**src/rtl/coproc_pkg.sv**
```systemverilog
// Shared types for the coprocessor result path: default widths and the buffered result entry.
package coproc_pkg;

    localparam int unsigned X_ID_WIDTH = 4;
    localparam int unsigned RD_WIDTH   = 5;
    localparam int unsigned DATA_WIDTH = 32;

    typedef struct packed {
        logic [X_ID_WIDTH-1:0] id;
        logic [RD_WIDTH-1:0]   rd;
        logic                  we;
        logic [DATA_WIDTH-1:0] data;
        logic                  killed;
    } result_entry_t;

endpackage

```
**src/rtl/xif_result_buffer.sv**
```systemverilog
// In-order result FIFO towards the eXtension-interface result channel, with
// show-ahead head presentation and in-place kill marking from the commit channel.
module xif_result_buffer #(
    parameter int unsigned DEPTH      = 4,
    parameter int unsigned X_ID_WIDTH = coproc_pkg::X_ID_WIDTH,
    parameter int unsigned DATA_WIDTH = coproc_pkg::DATA_WIDTH
) (
    input  logic                     clk_i,
    input  logic                     rst_ni,
    input  logic                     push_valid_i,
    output logic                     push_ready_o,
    input  logic [X_ID_WIDTH-1:0]    push_id_i,
    input  logic [4:0]               push_rd_i,
    input  logic                     push_we_i,
    input  logic [DATA_WIDTH-1:0]    push_data_i,
    input  logic                     commit_valid_i,
    input  logic [X_ID_WIDTH-1:0]    commit_id_i,
    input  logic                     commit_kill_i,
    output logic                     result_valid_o,
    input  logic                     result_ready_i,
    output logic [X_ID_WIDTH-1:0]    result_id_o,
    output logic [4:0]               result_rd_o,
    output logic                     result_we_o,
    output logic [DATA_WIDTH-1:0]    result_data_o,
    output logic [$clog2(DEPTH):0]   level_o,
    output logic                     empty_o,
    output logic                     full_o
);

    import coproc_pkg::*;

    localparam int unsigned AW = $clog2(DEPTH);
    localparam int unsigned PW = AW + 1;

    result_entry_t   mem_q [DEPTH];
    logic [PW-1:0]   wptr_q;
    logic [PW-1:0]   rptr_q;
    logic [PW-1:0]   level;
    logic [AW-1:0]   waddr;
    logic [AW-1:0]   raddr;
    logic [AW-1:0]   offs [DEPTH];
    logic [DEPTH-1:0] occupied;
    result_entry_t   head;
    logic            empty;
    logic            full;
    logic            push;
    logic            pop;
    logic            kill;

    // Occupancy and handshake decode; a killed head is discarded without a handshake.
    always_comb begin
        level    = wptr_q - rptr_q;
        empty    = (level == '0);
        full     = (level == PW'(DEPTH));
        raddr    = rptr_q[AW-1:0];
        waddr    = wptr_q[AW-1:0];
        head     = mem_q[raddr];
        kill     = commit_valid_i && commit_kill_i;
        push     = push_valid_i && !full;
        pop      = !empty && (head.killed || result_ready_i);
        occupied = '0;
        for (int unsigned i = 0; i < DEPTH; i++) begin
            offs[i]     = AW'(i) - raddr;
            occupied[i] = (PW'(offs[i]) < level);
        end
    end

    // Head presentation; fields are zeroed whenever no valid result is offered.
    always_comb begin
        result_valid_o = !empty && !head.killed;
        result_id_o    = '0;
        result_rd_o    = '0;
        result_we_o    = 1'b0;
        result_data_o  = '0;
        if (result_valid_o) begin
            result_id_o   = head.id;
            result_rd_o   = head.rd;
            result_we_o   = head.we;
            result_data_o = head.data;
        end
        push_ready_o = !full;
        level_o      = level;
        empty_o      = empty;
        full_o       = full;
    end

    // Pointers and storage; a same-cycle push overrides any kill marking of its slot.
    always_ff @(posedge clk_i or negedge rst_ni) begin
        if (!rst_ni) begin
            wptr_q <= '0;
            rptr_q <= '0;
            for (int unsigned i = 0; i < DEPTH; i++) begin
                mem_q[i] <= '0;
            end
        end else begin
            if (push) begin
                wptr_q <= wptr_q + PW'(1);
            end
            if (pop) begin
                rptr_q <= rptr_q + PW'(1);
            end
            for (int unsigned i = 0; i < DEPTH; i++) begin
                if (kill && occupied[i] && (mem_q[i].id == commit_id_i)) begin
                    mem_q[i].killed <= 1'b1;
                end
            end
            if (push) begin
                mem_q[waddr] <= '{id:     push_id_i,
                                  rd:     push_rd_i,
                                  we:     push_we_i,
                                  data:   push_data_i,
                                  killed: kill && (push_id_i == commit_id_i)};
            end
        end
    end

endmodule

```
**config.mk**
```make
export PLATFORM = sky130hd
export DESIGN_NAME = xif_result_buffer
export DESIGN_NICKNAME = d
export VERILOG_FILES = /design/src/rtl/coproc_pkg.sv /design/src/rtl/xif_result_buffer.sv
export SDC_FILE = /design/constraint.sdc
export NUM_CORES = 1
export LEC_CHECK = 0
export ABC_CLOCK_PERIOD_IN_PS = 3400
export CAP_MARGIN = 30
export CORE_MARGIN = 4
export CORE_UTILIZATION = 39
export CTS_CLUSTER_SIZE = 10
export DETAILED_ROUTE_END_ITERATION = 8
export PLACE_DENSITY_LB_ADDON = 0.12
export SYNTH_ARGS = -nofsm -noshare
export SYNTH_HDL_FRONTEND = slang
export SYNTH_SLANG_ARGS = --single-unit
```
**constraint.sdc**
```tcl
create_clock -name clk_i -period 3.4 [get_ports clk_i]
set_input_delay 0.85 -clock clk_i [delete_from_list [all_inputs] [get_ports clk_i]]
set_output_delay 0.85 -clock clk_i [all_outputs]
set_load 0.01 [all_outputs]
```
==> results of run 1 <==
==> placed cells by master (no fill, tap or decap), drive strengths merged <==
| master | netlist | routed |
|---|---|---|
| dfrtp | 178 | 178 |
| mux2 | 169 | 169 |
| buf | 27 | 75 |
| clkdlybuf4s50 | 0 | 54 |
| mux4 | 43 | 43 |
| nor2b | 43 | 43 |
| clkbuf | 10 | 22 |
| inv | 13 | 17 |
| xor2 | 16 | 16 |
| ha | 13 | 13 |
| xnor2 | 7 | 7 |
| nand2 | 7 | 7 |
| nor2 | 7 | 7 |
| a21oi | 7 | 7 |
| nor3 | 5 | 5 |
| o2111ai | 4 | 4 |
| a22oi | 4 | 4 |
| bufinv | 0 | 4 |
| clkinv | 0 | 4 |
| o21ai | 3 | 3 |
| nand2b | 2 | 2 |
| xnor3 | 1 | 1 |
| or2 | 1 | 1 |
| and2 | 1 | 1 |
| nand3 | 1 | 1 |
| o22ai | 1 | 1 |
| fa | 1 | 1 |
| clkinvlp | 0 | 1 |
| dlymetal6s2s | 0 | 1 |
| dlygate4sd2 | 0 | 1 |
==> per-stage QoR <==
stage / hold slack [ps] / util [%] / power (W)
2_1_floorplan: 452 / - / 0.00809
3_3_place_gp: 463 / 46.6 / 0.0107
3_5_place_dp: 469 / 46.6 / 0.0109
4_1_cts: 439 / 48.9 / 0.0127
5_1_grt: 472 / 50.8 / 0.0148
6_report: 428 / 50.8 / 0.0139
==> power by group through the flow <==
stage	sequential, W	clock, W	combinational (W)
detailed placement	0.00384	0	0.00705
global placement	0.00375	0	0.00694
floorplan	0.00364	0	0.00445
CTS	0.00381	0.00219	0.00673
global route	0.00394	0.00228	0.00863
finish	0.00380	0.00212	0.00800
==> metal layers <==
metal,vias up,routed length [um]
met5,-,0
met4,0,164
met3,10,920
met2,93,9950
met1,2667,9200
li1,2255,-
==> worst paths after layout <==
path | from | endpoint | slack, ps | depth (start not counted)
worst max-delay path | wptr_q[0]$_DFFE_PN0P_ | result_data_o[11] | -10 | 10
worst min-delay path | rst_ni | mem_q[87]$_DFFE_PN0P_ | 430 | 1
worst max register to register | wptr_q[0]$_DFFE_PN0P_ | mem_q[16]$_DFFE_PN0P_ | 730 | 10
worst min register to register | mem_q[75]$_DFFE_PN0P_ | mem_q[75]$_DFFE_PN0P_ | 480 | 1
max in group asynchronous | rst_ni | mem_q[53]$_DFFE_PN0P_ | 2080 | 2
min in group clk_i | mem_q[75]$_DFFE_PN0P_ | mem_q[75]$_DFFE_PN0P_ | 480 | 1
==> cell type report <==
cell class,count,area (sq um),area share [%]
Sequential cell,178,4460,41.1
Multi-Input combinational cell,336,4050,37.3
Timing Repair Buffer,135,1310,12.0
Clock buffer,18,439,4.05
Tap cell,275,344,3.17
Clock inverter,13,199,1.83
Inverter,13,48.8,0.450
==> timing repair <==
item	4_1_cts	5_1_grt
resized for setup	185	59
pin swaps	1	3
buffers inserted	2	0
endpoints found under the setup margin	47	46
gates cloned	0	5
==> registers in the layout (all words and copies together) (netlist names) <==
register,flops
mem_q,172
rptr_q,3
wptr_q,3
==> cell families (layout without fill, tap and decap cells) <==
group	Yosys count	after routing
AOI/OAI and AO/OA	19	19
adders and majority gates	14	14
muxes	212	212
and+or+nand+nor	67	67
DFF	178	178
xor gates and xnor gates	24	24
buffers and inverters	50	179
==> metrics.cfg, run 1 <==
[synth]
syn_avg_cell_area_sq_um = 15.2
synth_top_area_share_pct = 51.9
async_reset_ff_share_pct = 100
synth_cell_type_count = 28
synth_top_cells_by_count = dfrtp_1 (178), mux2_2 (153), mux4_2 (43), nor2b_1 (43)
synthesis.area_sq_um = 8580
muxShareOfSynthArea_pct = 33.5
synth_fa_ha_area_share_pct = 2.13
synthSimpleGateAreaFrac_pct = 4.39
yosysMostFrequentCell = dfrtp_1
synth_edf_count = 0
synth-compound-area-share_pct = 1.94
ys.flop_type = dfrtp_1
synth_xor_area_share_pct = 2.61
synth_top_family_by_area = multiplexers
ys_warn_count = 0
synth_area_leaders = dfrtp_1 (52%), mux2_2 (20%), mux4_2 (11%)
syn_inst = 564
syn_nets = 630
seq_area_frac_synth_pct = 51.9
synth_top_area_cell = dfrtp_1
ys_ff_latch = 178

[place]
io_buffers = 100
dpl.cell_count = 930
dpl_cell_area_sq_um = 9950
hpwlAfterDp_mm = 12.4
pre_cts_ws_ps = -229
globalplace.congestion = 0.815

[worst_setup_path]
worst_ep_arrival_time_ps = 2560
end_kind = primary output
max_stage_delay_ps = 530
cp_cell_sequence = inv_2, ha_4, inv_2, fa_2, nand2b_4, nor2_4, or2_4, clkbuf_16, nor2b_1, buf_2
critPathTopFamily = adder cells
startpoint_type = register
critical_path_buf_inv_count = 4
crit_type = register to primary output
slowest_stage = fa_2
cp.required_ps = 2550
worstPathMaxFanout = 7
cpMostUsedCell = inv_2

[global_routing]
grt_pass1_vias = 5591
met3_usage_pct = 4.09
grt-ovfl-total = 0
grt_max_degree = 66
track_usage_pct = 16.5
antenna_found_initial = 0
met2_usage_pct = 27.3
busiest_layer = met2
met1_usage_pct = 22.2
grt_pass1_wl_mm = 31.3

[clocking]
cts_made_buffers = 17
cts_hold_buf = 0
cts_tree = done
cts.sink_count = 178
clockBufferDepth = 2
clk_pin_slew_ps = 70
h-tree-depth = 4
clock-root-buffer = clkbuf_16
clk_latency_ps = 420

[sta]
worst_clock_skew_ps = 5.70
finalMaxSlewViolations = 0
rsz0062_at_grt = true
report.final.hold_viol_count = 0
worst_pin_slew_ps = 630
final.setup.worst_slack_ps = -11.9
period_needed_ps = 3410
tns_ps = -14.7
fin_crit_sh_pct = 100
fmaxAchievable_mhz = 293
final-setup-viol-count = 2
max-slew-margin-rel_pct = 58.0

[power_and_ir_drop]
swShare_pct = 35.6
vdd_drop_max_uv = 576
leakage_nw = 4.59
p_sw_w = 0.00495
cell_internal_pwr_w = 0.00897
power.clock.fraction_pct = 15.2
p_comb_share_pct = 57.5
power_density_nw_per_um2 = 1280
p_seq_share_pct = 27.3

[die]
core_sq_um = 21400
std_cell_rows = 53
initial_utilization_pct = 40.2
fp.dieW_um = 156
die_h_um = 156
io_pins = 101
die-area_sq_um = 24400

[route]
drtIter0Drc = 148
vias = 5025
viasPerCell = 5.19
wl_mm = 20.2
ant_nets = 0
drc_errors = 0
routedWlPerCell_um = 20.9
first_pass_iters = 5

[finish]
nNetsFinal = 747
drive_above_1_share_pct = 50.2
n_antenna_cell = 0
fin_cells = 968
fillCellCount = 1839
final_cell_area_sq_um = 10800
syn2layout_area_growth_pct = 26.4

[run]
cap_violations = 0

[hold_path]
min_path_type = input pin to async pin

[run_status]
status = complete, but fails checks
failed_checks = setup timing

No activity file was read; power rests on OpenSTA's default activity.
==> run 2: changes to the inputs <==
- CELL_PAD_IN_SITES_DETAIL_PLACEMENT: default -> 0
- CELL_PAD_IN_SITES_GLOBAL_PLACEMENT: default -> 1
==> run 2 against run 1 <==
Against the previous run:
- worst hold slack got worse by 24 ps
- clock power decreased by 7%
- first-iteration DRC count grew 18%
- sequential power barely moved
- worst setup slack better by 2.4 ps
- critical endpoint is now result_we_o
- total power decreased by 8.2%
- critical path depth stayed put
- the flow still finishes with violations (setup timing)
- combinational power down 13%
- register-to-register slack about the same
- highest routed layer unchanged
- clock skew grew 4.2 ps
==> metrics.cfg, run 2 (synthesis gave the netlist of run 1 again) <==
[sta]
final.setup.worst_slack_ps = -9.55
max-slew-margin-rel_pct = 49.6
fmaxAchievable_mhz = 293
finalMaxSlewViolations = 0
period_needed_ps = 3410
final-setup-viol-count = 1
worst_clock_skew_ps = 9.91
rsz0062_at_grt = true
fin_crit_sh_pct = 100
whs_ps = 404
report.final.hold_viol_count = 0
worst_pin_slew_ps = 757

[route]
viasPerCell = 5.17
wl_met1_mm = 8.77
drc_errors = 0
wl_met3_um = 670
drtIter0Drc = 175
routedWlPerCell_um = 20.4
first_pass_iters = 4
wl_mm = 19.6
vias = 4960
highest_layer = met4
ant_nets = 0
met2_length_mm = 9.77

[clocking]
cts_made_buffers = 17
clk_pin_slew_ps = 70
clockBufferDepth = 2
cts_hold_buf = 0
cts.sink_count = 178
clk_latency_ps = 420
clock-root-buffer = clkbuf_16
h-tree-depth = 4
cts_tree = done

[worst_setup_path]
max_stage_delay_ps = 530
cpMostUsedCell = inv_2
critical_path_buf_inv_count = 4
cp.required_ps = 2550
critPathTopFamily = adder cells
worstPathMaxFanout = 18
cp_cell_sequence = inv_2, ha_4, inv_2, fa_2, nand2b_4, nor2_2, or2_4, buf_12, nor2b_2, buf_2
slowest_stage = fa_2
startpoint_type = register
worst_ep_arrival_time_ps = 2560
crit_type = register to primary output
end_kind = primary output

[die]
die_h_um = 156
core_sq_um = 21400
std_cell_rows = 53
die-area_sq_um = 24400
fp.dieW_um = 156
io_pins = 101
initial_utilization_pct = 40.2

[place]
globalplace.congestion = 0.719
hpwlAfterDp_mm = 11.9
io_buffers = 100
dpl.cell_count = 923

[finish]
n_antenna_cell = 0
seqCellArea_sq_um = 4460
final_common_cell = dfrtp_1
drive_above_1_share_pct = 47.2
layout_common_cells = dfrtp_1 (176), mux2_2 (153), clkdlybuf4s50_1 (53)
largest-register = mem_q
largest_register_ffs = 172
fin_cells = 960
syn2layout_area_growth_pct = 22.7
nNetsFinal = 738
fillCellCount = 1851
multi_input_comb_area_sq_um = 3920
top_regs = mem_q (172), rptr_q (3), wptr_q (3)

[global_routing]
track_usage_pct = 16.4
antenna_found_initial = 0
grt-ovfl-total = 0
grt_pass1_wl_mm = 31.3
grt_max_degree = 64
grt_pass1_vias = 5653

[hold_path]
min_path_type = input pin to async pin

[power_and_ir_drop]
vdd_drop_max_uv = 563
power_density_nw_per_um2 = 1220
leakage_nw = 4.42

[run_status]
status = complete, but fails checks
failed_checks = setup timing

[run]
cap_violations = 0

## run 2: cell types whose count changed in the layout (fill, tap and decap cells not counted), moves of 2 or more
cell and delta:
buf_6 -14, buf_2 +14, bufinv_16 -2, buf_12 +3, inv_6 +4, nor2b_1 +15, clkbuf_16 -2, nor2b_4 -16
buf_4 -9
## run 2: area by class of cell
cell class | instances | share of cell area [%]
clock inverter | 14 | 1.57
multi-input combinational | 336 | 37.3
sequential | 178 | 42.4
tap | 275 | 3.27
inverter | 13 | 0.464
timing repair buffer | 126 | 10.9
clock buffer | 18 | 4.17
## run 2: stage by stage
step | cell area, sq um | util (%) | setup slack, ps | setup TNS [ps] | total power (W)
2_1_floorplan | 8580 | - | 17.2 | 0 | 0.00809
3_3_place_gp | 9920 | 46.5 | -151 | -3540 | 0.0106
3_5_place_dp | 9920 | 46.5 | -252 | -6230 | 0.0108
4_1_cts | 10400 | 48.6 | -69.1 | -69.1 | 0.0125
5_1_grt | 10500 | 49.3 | -99.2 | -2640 | 0.0137
6_report | 10500 | 49.3 | -9.55 | -9.55 | 0.0128
## run 2: worst reg2reg max path: cells and delay by family (launching register included)
kind | cells | cell delay [ps]
buf+inv | 6 | 880
fa+ha+maj | 2 | 470
mux | 1 | 430
flops | 1 | 390
xor+xnor | 1 | 220
compound gates | 1 | 160
## run 2: worst paths after layout
| path | from | endpoint | slack, ps | depth (start not counted) |
|---|---|---|---|---|
| max in group asynchronous | rst_ni | mem_q[66]$_DFFE_PN0P_ | 2190 | 2 |
| worst max-delay path | wptr_q[0]$_DFFE_PN0P_ | result_we_o | -10 | 10 |
| worst max register to register | wptr_q[0]$_DFFE_PN0P_ | mem_q[38]$_DFFE_PN0P_ | 740 | 11 |
| worst min register to register | wptr_q[2]$_DFFE_PN0P_ | wptr_q[2]$_DFFE_PN0P_ | 480 | 1 |
| worst min-delay path | rst_ni | mem_q[94]$_DFFE_PN0P_ | 400 | 1 |
| min in group clk_i | wptr_q[2]$_DFFE_PN0P_ | wptr_q[2]$_DFFE_PN0P_ | 480 | 1 |
## run 2: power breakdown
part	switching, W	total (W)	internal [W]
clock	0.000857	0.00198	0.00113
sequential	0.000569	0.00380	0.00324
combinational	0.00317	0.00700	0.00383
total	0.00459	0.0128	0.00819
## run 2: layer usage
metal  track usage (%)  up-vias
met1              21.8     2608
met5                 0        -
met2              27.4       78
met3              3.37       23
met4              4.88        0
li1                  -     2251
## run 2: timing repair
action                     CTS  global route
setup endpoints to repair   47            39
buffers inserted             2             1
cloned                       0             2
pin swaps                    1             0
resized for setup          181            26
